File: src/rtl/dcache_assoc.sv
// dcache_assoc: N-way set-associative write-back/write-allocate data cache with true LRU and halt flush.
// Optional macro DCACHE_HITCOUNT_EN adds a hit-minus-miss counter written to 0x3100 after the flush.
module dcache_assoc #(
    parameter int WAYS  = 2,
    parameter int SETS  = 8,
    parameter int WORDS = 2
) (
    input  logic        CLK,
    input  logic        nRST,
    input  logic        halt,
    input  logic        dmemREN,
    input  logic        dmemWEN,
    input  logic [31:0] dmemaddr,
    input  logic [31:0] dmemstore,
    output logic        dhit,
    output logic [31:0] dmemload,
    output logic        flushed,
    output logic        dREN,
    output logic        dWEN,
    output logic [31:0] daddr,
    output logic [31:0] dstore,
    input  logic        dwait,
    input  logic [31:0] dload
);
    localparam int IW = $clog2(SETS);
    localparam int OB = $clog2(WORDS);
    localparam int BW = (OB > 0) ? OB : 1;
    localparam int AB = $clog2(WAYS);
    localparam int AW = (AB > 0) ? AB : 1;
    localparam int TW = 30 - IW - OB;

`ifdef DCACHE_HITCOUNT_EN
    typedef enum logic [2:0] {IDLE, WB, FILL, FLUSH, HALTED, COUNT} state_t;
`else
    typedef enum logic [2:0] {IDLE, WB, FILL, FLUSH, HALTED} state_t;
`endif

    logic          r_valid [SETS][WAYS];
    logic          r_dirty [SETS][WAYS];
    logic [TW-1:0] r_tag   [SETS][WAYS];
    logic [AW-1:0] r_age   [SETS][WAYS];
    logic [31:0]   r_data  [SETS][WAYS][WORDS];

    state_t        r_state, w_next;
    logic [IW-1:0] r_idx;
    logic [AW-1:0] r_way;
    logic [TW-1:0] r_reqtag;
    logic [BW-1:0] r_beat;
    logic          r_missed;
`ifdef DCACHE_HITCOUNT_EN
    logic [31:0]   r_hitcnt;
`endif

    logic [TW-1:0] w_tag;
    logic [IW-1:0] w_idx;
    logic [BW-1:0] w_off;
    logic [1:0]    w_unused_bits;
    logic          w_any, w_found, w_hit, w_miss, w_last, w_fl_dirty, w_fl_end;
    logic [AW-1:0] w_hway, w_vway;

    assign w_tag         = dmemaddr[31 -: TW];
    assign w_idx         = dmemaddr[2 + OB +: IW];
    assign w_unused_bits = dmemaddr[1:0];
    if (OB > 0) begin : g_off
        assign w_off = dmemaddr[2 +: BW];
    end else begin : g_nooff
        assign w_off = '0;
    end

    function automatic logic [31:0] mkaddr(input logic [TW-1:0] t, input logic [IW-1:0] i,
                                           input logic [BW-1:0] b);
        return (32'(t) << (IW + OB + 2)) | (32'(i) << (OB + 2)) | (32'(b) << 2);
    endfunction

    // Hit way is the lowest matching way; victim is lowest invalid way, else the oldest.
    always_comb begin
        w_any   = 1'b0;
        w_hway  = '0;
        w_found = 1'b0;
        w_vway  = '0;
        for (int unsigned w = 0; w < WAYS; w++) begin
            if (r_valid[w_idx][w] && (r_tag[w_idx][w] == w_tag) && !w_any) begin
                w_hway = AW'(w);
                w_any  = 1'b1;
            end
            if (!r_valid[w_idx][w] && !w_found) begin
                w_vway  = AW'(w);
                w_found = 1'b1;
            end
        end
        if (!w_found) begin
            for (int unsigned w = 0; w < WAYS; w++) begin
                if (r_age[w_idx][w] == AW'(WAYS - 1)) w_vway = AW'(w);
            end
        end
    end

    assign w_hit      = (r_state == IDLE) && !halt && (dmemREN || dmemWEN) && w_any;
    assign w_miss     = (r_state == IDLE) && !halt && (dmemREN || dmemWEN) && !w_any;
    assign w_last     = (r_beat == BW'(WORDS - 1));
    assign w_fl_dirty = r_valid[r_idx][r_way] && r_dirty[r_idx][r_way];
    assign w_fl_end   = (r_idx == IW'(SETS - 1)) && (r_way == AW'(WAYS - 1));

    always_ff @(posedge CLK) begin
        if (!nRST) r_state <= IDLE;
        else       r_state <= w_next;
    end

    always_comb begin
        w_next   = r_state;
        dhit     = 1'b0;
        dmemload = '0;
        flushed  = 1'b0;
        dREN     = 1'b0;
        dWEN     = 1'b0;
        daddr    = '0;
        dstore   = '0;
        case (r_state)
            IDLE: begin
                if (halt) begin
                    w_next = FLUSH;
                end else if (w_hit) begin
                    dhit     = 1'b1;
                    dmemload = r_data[w_idx][w_hway][w_off];
                end else if (w_miss) begin
                    w_next = (r_valid[w_idx][w_vway] && r_dirty[w_idx][w_vway]) ? WB : FILL;
                end
            end
            WB: begin
                dWEN   = 1'b1;
                daddr  = mkaddr(r_tag[r_idx][r_way], r_idx, r_beat);
                dstore = r_data[r_idx][r_way][r_beat];
                if (!dwait && w_last) w_next = FILL;
            end
            FILL: begin
                dREN  = 1'b1;
                daddr = mkaddr(r_reqtag, r_idx, r_beat);
                if (!dwait && w_last) w_next = IDLE;
            end
            FLUSH: begin
                if (w_fl_dirty) begin
                    dWEN   = 1'b1;
                    daddr  = mkaddr(r_tag[r_idx][r_way], r_idx, r_beat);
                    dstore = r_data[r_idx][r_way][r_beat];
                end
                if ((!w_fl_dirty || (!dwait && w_last)) && w_fl_end) begin
`ifdef DCACHE_HITCOUNT_EN
                    w_next = COUNT;
`else
                    w_next = HALTED;
`endif
                end
            end
            HALTED: flushed = 1'b1;
`ifdef DCACHE_HITCOUNT_EN
            COUNT: begin
                dWEN   = 1'b1;
                daddr  = 32'h0000_3100;
                dstore = r_hitcnt;
                if (!dwait) w_next = HALTED;
            end
`endif
            default: w_next = IDLE;
        endcase
        // Asserted reset kills any memory request combinationally.
        if (!nRST) begin
            dhit     = 1'b0;
            dmemload = '0;
            flushed  = 1'b0;
            dREN     = 1'b0;
            dWEN     = 1'b0;
            daddr    = '0;
            dstore   = '0;
        end
    end

    always_ff @(posedge CLK) begin
        if (!nRST) begin
            for (int unsigned s = 0; s < SETS; s++) begin
                for (int unsigned w = 0; w < WAYS; w++) begin
                    r_valid[s][w] <= 1'b0;
                    r_dirty[s][w] <= 1'b0;
                    r_age[s][w]   <= AW'(w);
                end
            end
            r_idx    <= '0;
            r_way    <= '0;
            r_reqtag <= '0;
            r_beat   <= '0;
            r_missed <= 1'b0;
`ifdef DCACHE_HITCOUNT_EN
            r_hitcnt <= '0;
`endif
        end else begin
            case (r_state)
                IDLE: begin
                    if (halt) begin
                        r_idx  <= '0;
                        r_way  <= '0;
                        r_beat <= '0;
                    end else if (w_hit) begin
                        for (int unsigned w = 0; w < WAYS; w++) begin
                            if (AW'(w) == w_hway)
                                r_age[w_idx][w] <= '0;
                            else if (r_age[w_idx][w] < r_age[w_idx][w_hway])
                                r_age[w_idx][w] <= r_age[w_idx][w] + 1'b1;
                        end
                        if (dmemWEN) begin
                            r_data[w_idx][w_hway][w_off] <= dmemstore;
                            r_dirty[w_idx][w_hway]       <= 1'b1;
                        end
                        r_missed <= 1'b0;
`ifdef DCACHE_HITCOUNT_EN
                        if (!r_missed) r_hitcnt <= r_hitcnt + 32'd1;
`endif
                    end else if (w_miss) begin
                        r_idx    <= w_idx;
                        r_way    <= w_vway;
                        r_reqtag <= w_tag;
                        r_beat   <= '0;
                        r_missed <= 1'b1;
`ifdef DCACHE_HITCOUNT_EN
                        r_hitcnt <= r_hitcnt - 32'd1;
`endif
                    end
                end
                WB: begin
                    if (!dwait) begin
                        if (w_last) begin
                            r_beat               <= '0;
                            r_dirty[r_idx][r_way] <= 1'b0;
                        end else begin
                            r_beat <= r_beat + 1'b1;
                        end
                    end
                end
                FILL: begin
                    if (!dwait) begin
                        r_data[r_idx][r_way][r_beat] <= dload;
                        if (w_last) begin
                            r_beat                <= '0;
                            r_tag[r_idx][r_way]   <= r_reqtag;
                            r_valid[r_idx][r_way] <= 1'b1;
                            r_dirty[r_idx][r_way] <= 1'b0;
                        end else begin
                            r_beat <= r_beat + 1'b1;
                        end
                    end
                end
                FLUSH: begin
                    if (!w_fl_dirty || (!dwait && w_last)) begin
                        r_valid[r_idx][r_way] <= 1'b0;
                        r_dirty[r_idx][r_way] <= 1'b0;
                        r_beat                <= '0;
                        if (r_way == AW'(WAYS - 1)) begin
                            r_way <= '0;
                            r_idx <= r_idx + 1'b1;
                        end else begin
                            r_way <= r_way + 1'b1;
                        end
                    end else if (!dwait) begin
                        r_beat <= r_beat + 1'b1;
                    end
                end
                default: ;
            endcase
        end
    end
endmodule

File: config.mk
export PLATFORM = sky130hd
export DESIGN_NAME = dcache_assoc
export DESIGN_NICKNAME = d
export VERILOG_FILES = /design/src/rtl/dcache_assoc.sv
export SDC_FILE = /design/constraint.sdc
export NUM_CORES = 2
export LEC_CHECK = 0
export BUFFER_PORTS_ARGS = -buffer_cell sky130_fd_sc_hd__buf_4
export CAP_MARGIN = 20
export CORE_AREA = 2 2 339 341
export CTS_CLUSTER_SIZE = 16
export DETAILED_ROUTE_END_ITERATION = 6
export DIE_AREA = 0 0 341 343
export MAX_ROUTING_LAYER = met4
export PLACE_DENSITY_LB_ADDON = 0.05
export SLEW_MARGIN = 20
export SYNTH_ARGS = -nofsm -noshare
export SYNTH_HDL_FRONTEND = slang
export SYNTH_SLANG_ARGS = --single-unit
File: constraint.sdc
create_clock -name CLK -period 7.69 [get_ports CLK]
set_input_delay 1.1535 -clock CLK [delete_from_list [all_inputs] [get_ports CLK]]
set_output_delay 1.1535 -clock CLK [all_outputs]
set_load 0.005 [all_outputs]
* Word level (Yosys, flattened, before mapping)
Memory sizes are Yosys's and may differ from the RTL's. A register that Yosys moved wholly into a read port is not among the register bits. Index checks and enable logic that the tools add are counted.
Storage, ports and cells: flip-flop bits (word level) 34, memory bits (writable) 1488, bits of input ports 102, output and inout bits 100, word-level logic and storage cells 285, memories kept 5
Memory list:
- r_data | depth 8, width 128, read ports 2, clocked after Yosys merged registers in 1, write ports 1, line 42 | logic [31:0] r_data [SETS][WAYS][WORDS];
- r_tag | depth 8, width 52, read ports 2, clocked after Yosys merged registers in 1, write ports 1, line 40 | logic [TW-1:0] r_tag [SETS][WAYS];
- r_age | depth 8, width 2, read ports 1, clocked after Yosys merged registers in 0, write ports 8, line 41 | logic [AW-1:0] r_age [SETS][WAYS];
- r_dirty | depth 8, width 2, read ports 2, clocked after Yosys merged registers in 1, write ports 8, line 39 | logic r_dirty [SETS][WAYS];
- r_valid | depth 8, width 2, read ports 2, clocked after Yosys merged registers in 1, write ports 8, line 38 | logic r_valid [SETS][WAYS];
Operators by class: $add $sub $neg 5, order comparisons 11, eq/ne operators 16, muxes and demuxes 184, bitwise logic cells 20, reduce and logical (&&, ||, !) cells 39
Operator list (number):
- $mux W128 | 4
- $mux W32 | 16
- $mux W64 | 8
- $demux W64 S1 | 2
- $reduce_or A128 Y1 | 1
- $mux W26 | 4
- $mux W1 | 100
- $pmux W32 S3 | 1
- $mux W3 | 24
- $demux W32 S1 | 2
- $or A32 B3 Y32 | 2
- $or A32 B6 Y32 | 2
- $pmux W32 S2 | 1
- $eq A26 B26 Y1 | 2
- $mux W52 | 1
- $demux W26 S1 | 1
- $mux W2 | 13
- $logic_and A1 B1 Y1 | 17
- $pmux W3 S5 | 1
- $ne A2 B2 Y1 const B | 6
- $ge A2 B2 Y1 const B | 5
- $not A1 Y2 | 5
- $reduce_and A5 Y1 | 2
- $reduce_or A2 Y1 | 5
- 21 further kinds | 50

* Logic depth before layout (Yosys ltp)
An unclocked memory read counts as a cell.
depth after elaboration 22, depth in mapped cells 18, gate-level depth less buffers 10

* Worst setup path after synthesis
OpenSTA, ideal clock, no wires.
kind input -> register, start input dmemaddr[5], end memory r_data[0][32] (netlist name), enable pin, library setup time 0.421 ns, data arrival time 5.460 ns, required time 7.269 ns, slack 1.809 ns, stages 12, buffers on the path 2, cell sequence buf_6 or2_2 clkbuf_1 o22ai_1 nor2_1 xnor2_1 or4_4 or4b_4 nor4_4 o21ai_2 o31a_1 nor2_1
Between the ends: word-level cells in the longest chain between the ends 14, elaborated cells between the ends (all ways) 25, those cells by class order compare (2); eq/ne (2); mux (12); bitwise (1); reduce/logical (6); memory (2)
Ends and longest elaborated chain:
- start, declared | line 13 | input logic [31:0] dmemaddr,
- $mem_v2 Z8 W52
- $eq A26 B26 Y1 | line 82 | if (r_valid[w_idx][w] && (r_tag[w_idx][w] == w_tag) && !w_any) begin
- $logic_and A1 B1 Y1 | line 82
- $mux W1 | line 82
- $logic_not A1 Y1 | line 82
- $logic_and A1 B1 Y1 | line 82
- $mux W1 | line 82
- $not A1 Y2 (implied by the code) / $logic_and A1 B1 Y1 (equally long branches) | line 209, 98
- $ge A2 B2 Y1 (implied by the code) (tied with other cells) | line 209 | r_data[w_idx][w_hway][w_off] <= dmemstore;
- $logic_and A1 B1 Y1 (implied by the code) / $mux W1 (equally long branches) | line 209, 197
- $mux W64 (implied by the code) / $mux W1 (equally long branches) | line 209, 195
- $demux W64 S1 / $mux W1 (equally long branches) | line 209, 178
- $mux W128 (implied by the code) | line 209
- $mux W128 (no source line)
- end, declared | line 42
Parallel ways exist; a longest one is shown, timed or not.

* Final worst setup path
start input dmemaddr[5], end output dmemload[29]
Between the ends: word-level cells in the longest chain between the ends 18, elaborated cells between the ends (all ways) 24, those cells by class eq/ne (2); mux (13); bitwise (1); reduce/logical (5); memory (3)
Ends and longest elaborated chain:
- $mem_v2 Z8 W52
- $eq A26 B26 Y1 | line 82
- $logic_and A1 B1 Y1 | line 82
- $mux W1 | line 82
- $logic_not A1 Y1 | line 82
- $logic_and A1 B1 Y1 | line 82
- $mux W1 | line 82
- $not A1 Y2 (implied by the code) | line 124 | dmemload = r_data[w_idx][w_hway][w_off];
- $mux W64 (implied by the code) (3 in series) | line 124
- $mux W32 (implied by the code) (3 in series) | line 124
- $mux W32 * | line 122 | end else if (w_hit) begin
- $mux W32 * | line 120 | if (halt) begin
- $mux W32 * | line 118 | case (r_state)
- $mux W32 * | line 166 | if (!nRST) begin
- end, declared | line 16 | output logic [31:0] dmemload,
Mark *: on every way between the ends. The rest lies on a longest branch, timed or not. The select of a mux whose other input is x is not followed.

==> impl_metrics.ini <==
[sta]
setup_violations = 0
rsz0062_at_grt = false
hold_viol_final = 0
slew_violations = 0
final.setup.tns_ps = 0
fin_ws_ps = 209.2
post-route-min-period_ps = 7481
finalCritPeriodShare = 0.9728
slew_headroom = 0.2078
finClkSkew_ps = 29.14
tightest_slew_ps = 1185
fmax_mhz = 133.7

[logic_synthesis]
synth.distinct_cells = 82
yosysSeqAreaShare = 0.6383
synth_top_cell_area_share = 0.6264
synth_area_mm2 = 0.07109
synth-seq-cells = 1525
ys_async_sr_fraction = 0
synth_area_leader_cell = edfxtp_1
synth_area_leaders = edfxtp_1 63%, mux4_2 16%, o22ai_1 2.6%
synth_common_cells = 1483 x edfxtp_1, 494 x mux4_2, 298 x nor2_1
syn_avg_cell_area_um2 = 16.23
yosys.cell_count.top_type = edfxtp_1
synthFlopType = edfxtp_1
synth-edff-count = 1483
ys_warn_count = 0
synthCells = 4380

[worst_setup_path]
critPathKind = input pin to output port
required_ps = 6540
endpoint_kind = output port
path_max_fanout = 75
crit_arrival_ps = 6330
start_kind = input pin

[route]
vias_per_cell = 7.785
firstDrtPassIters = 7
vias = 48310
antenna_left = 0
wl_per_cell_um = 38.96
route.detailed.drc = 4
wl_mm = 241.8
drt_iter0_drc = 8416

[layout]
final_cell_area_mm2 = 0.08052
drive_gt1_frac = 0.2821
final_nets = 4665
final_cell_count_no_fill = 6206
nFillCells = 7229
postLayoutCoreUtil = 0.7099
area_growth_pct = 13.26

[floorplan]
start_util = 0.6268
io_pins = 202
die_x_um = 341
dieArea_mm2 = 0.1170
fp-row-count = 124
core-area_mm2 = 0.1134
die-height_um = 343

[placed_design]
hpwl_mm = 138.0
gp_congestion = 1.026
placedCellCount = 5911
dp_slack_ps = 449.9
placed_area_mm2 = 0.07535
portBuffers = 197

[clock_tree]
numCtsBuffers = 157
clk_pin_slew_ps = 60
clk_path_buf_depth = 3
postCtsHoldBufs = 0
cts_tree = yes
cts_resized = 0
cts.sinks = 1525
post_cts_buffers = 0
clock_latency_ps = 790
cts_max_level = 4
clockRootBuffer = clkbuf_16

[global_routing]
grt_overflow = 0
grt_pass1_wl_mm = 340.1
grt_max_degree = 150
grt.total_usage = 0.4275
grt_pass1_vias = 47410
antenna_found_initial = 6

[worst_hold_path]
holdCritPathClass = register to register

[outcome]
status = finished with violations
violations = DRC

[power]
powerDensity_mw_per_mm2 = 238.8
peakVddDrop_mv = 0.2200
leakage_nw = 25.40

[job]
drv_cap = 0
==> per-stage QoR <==
| step | hold WS (ps) | power, mW |
|---|---|---|
| global route | 581.4 | 19.64 |
| floorplan | 476.8 | 10.89 |
| finish | 541.9 | 19.23 |
| CTS | 532.7 | 19.18 |
| detailed placement | 529.7 | 11.69 |
| global placement | 509.9 | 11.67 |
==> cell usage in the layout (no fill, tap or decap), types with 22 or more instances in the layout <==
cell       netlist  routed
a31oi_1         22      22
mux2i_1        174     174
a21oi_1         88      87
clkinv_2         0      26
o22ai_1        297     297
nor4_1          43      43
buf_12           0      40
or4_1           22      22
o21ai_0        130     130
a211oi_1        50      50
dfxtp_1         42      37
edfxtp_1      1483    1483
xnor2_1         29      29
nor2_1         298     250
clkinv_1         1      22
o221ai_1        62      62
clkbuf_16        0     164
nor2_4           0      48
clkbuf_1       217      42
a22oi_1         32      32
a32oi_1         29      29
mux2_2         114     114
mux4_2         494     494
a221o_1         25      25
nor3_1          41      39
nand2_1        235     221
buf_4            8     336
a221oi_1        33      33
==> area by class of cell <==
type | count | area [um^2] | share of cell area
inverters | 13 | 51.30 | 0.0006371
clock inverters | 76 | 760.7 | 0.009448
well taps | 1512 | 1892 | 0.02350
repair buffers | 383 | 3423 | 0.04252
clock buffers | 211 | 4330 | 0.05378
multi-input cells | 2481 | 24650 | 0.3062
diodes | 5 | 12.51 | 0.0001554
flip-flops and latches | 1525 | 45390 | 0.5638
==> registers in the layout, summed over array words and instances (netlist names), 3 cells and up, named ones only <==
register / cells
r_reqtag: 26
r_idx: 3
r_valid: 16
r_dirty: 16
r_state: 3
r_age: 16
r_data: 1024
r_tag: 416
==> critical path, cell delays in order <==
cell	delay, ps
buf_8	440
buf_4	490
nor3b_2	780
a32oi_1	140
and4_1	300
nor4_1	350
nand2b_1	90
or4_1	570
a211oi_4	290
buf_12	320
buf_4	370
nor2_1	90
a211oi_1	390
buf_4	220
buf_4	110
==> layer usage <==
layer | GRT usage | vias to the layer above | wire, um
met5 | - | - | 0
met4 | 0.2427 | 0 | 16280
met3 | 0.09469 | 936 | 32760
met2 | 0.6526 | 4408 | 113400
met1 | 0.5360 | 24300 | 79410
li1 | - | 18680 | -
==> power by group <==
part,switching [mW],internal [mW]
clock,3.22,4.42
sequential,0.140,9.27
combinational,1.31,0.859
==> logic make-up after synthesis <==
kind of cell	after synthesis	synth area share
AO/OA/AOI/OAI	889	0.08524
XOR/XNOR	49	0.006037
adder cells (fa/ha/maj)	2	0.0003520
buffers and inverters	375	0.02212
flip-flops	1525	0.6383
multiplexers	786	0.1997
other	1	0.00005275
AND/OR/NAND/NOR	753	0.04823
==> worst paths after layout <==
| kind | from | endpoint | slack, ps | depth (start not counted) |
|---|---|---|---|---|
| worst max-delay path | dmemaddr[5] | dmemload[29] | 210 | 15 |
| worst min-delay path | r_age[4][1] | r_age[4][1] | 540 | 2 |
| worst max register to register | r_tag[4][18] | r_data[1][24] | 2040 | 12 |
| worst min register to register | r_age[4][1] | r_age[4][1] | 540 | 2 |
Power figures use the tool's default switching activity.
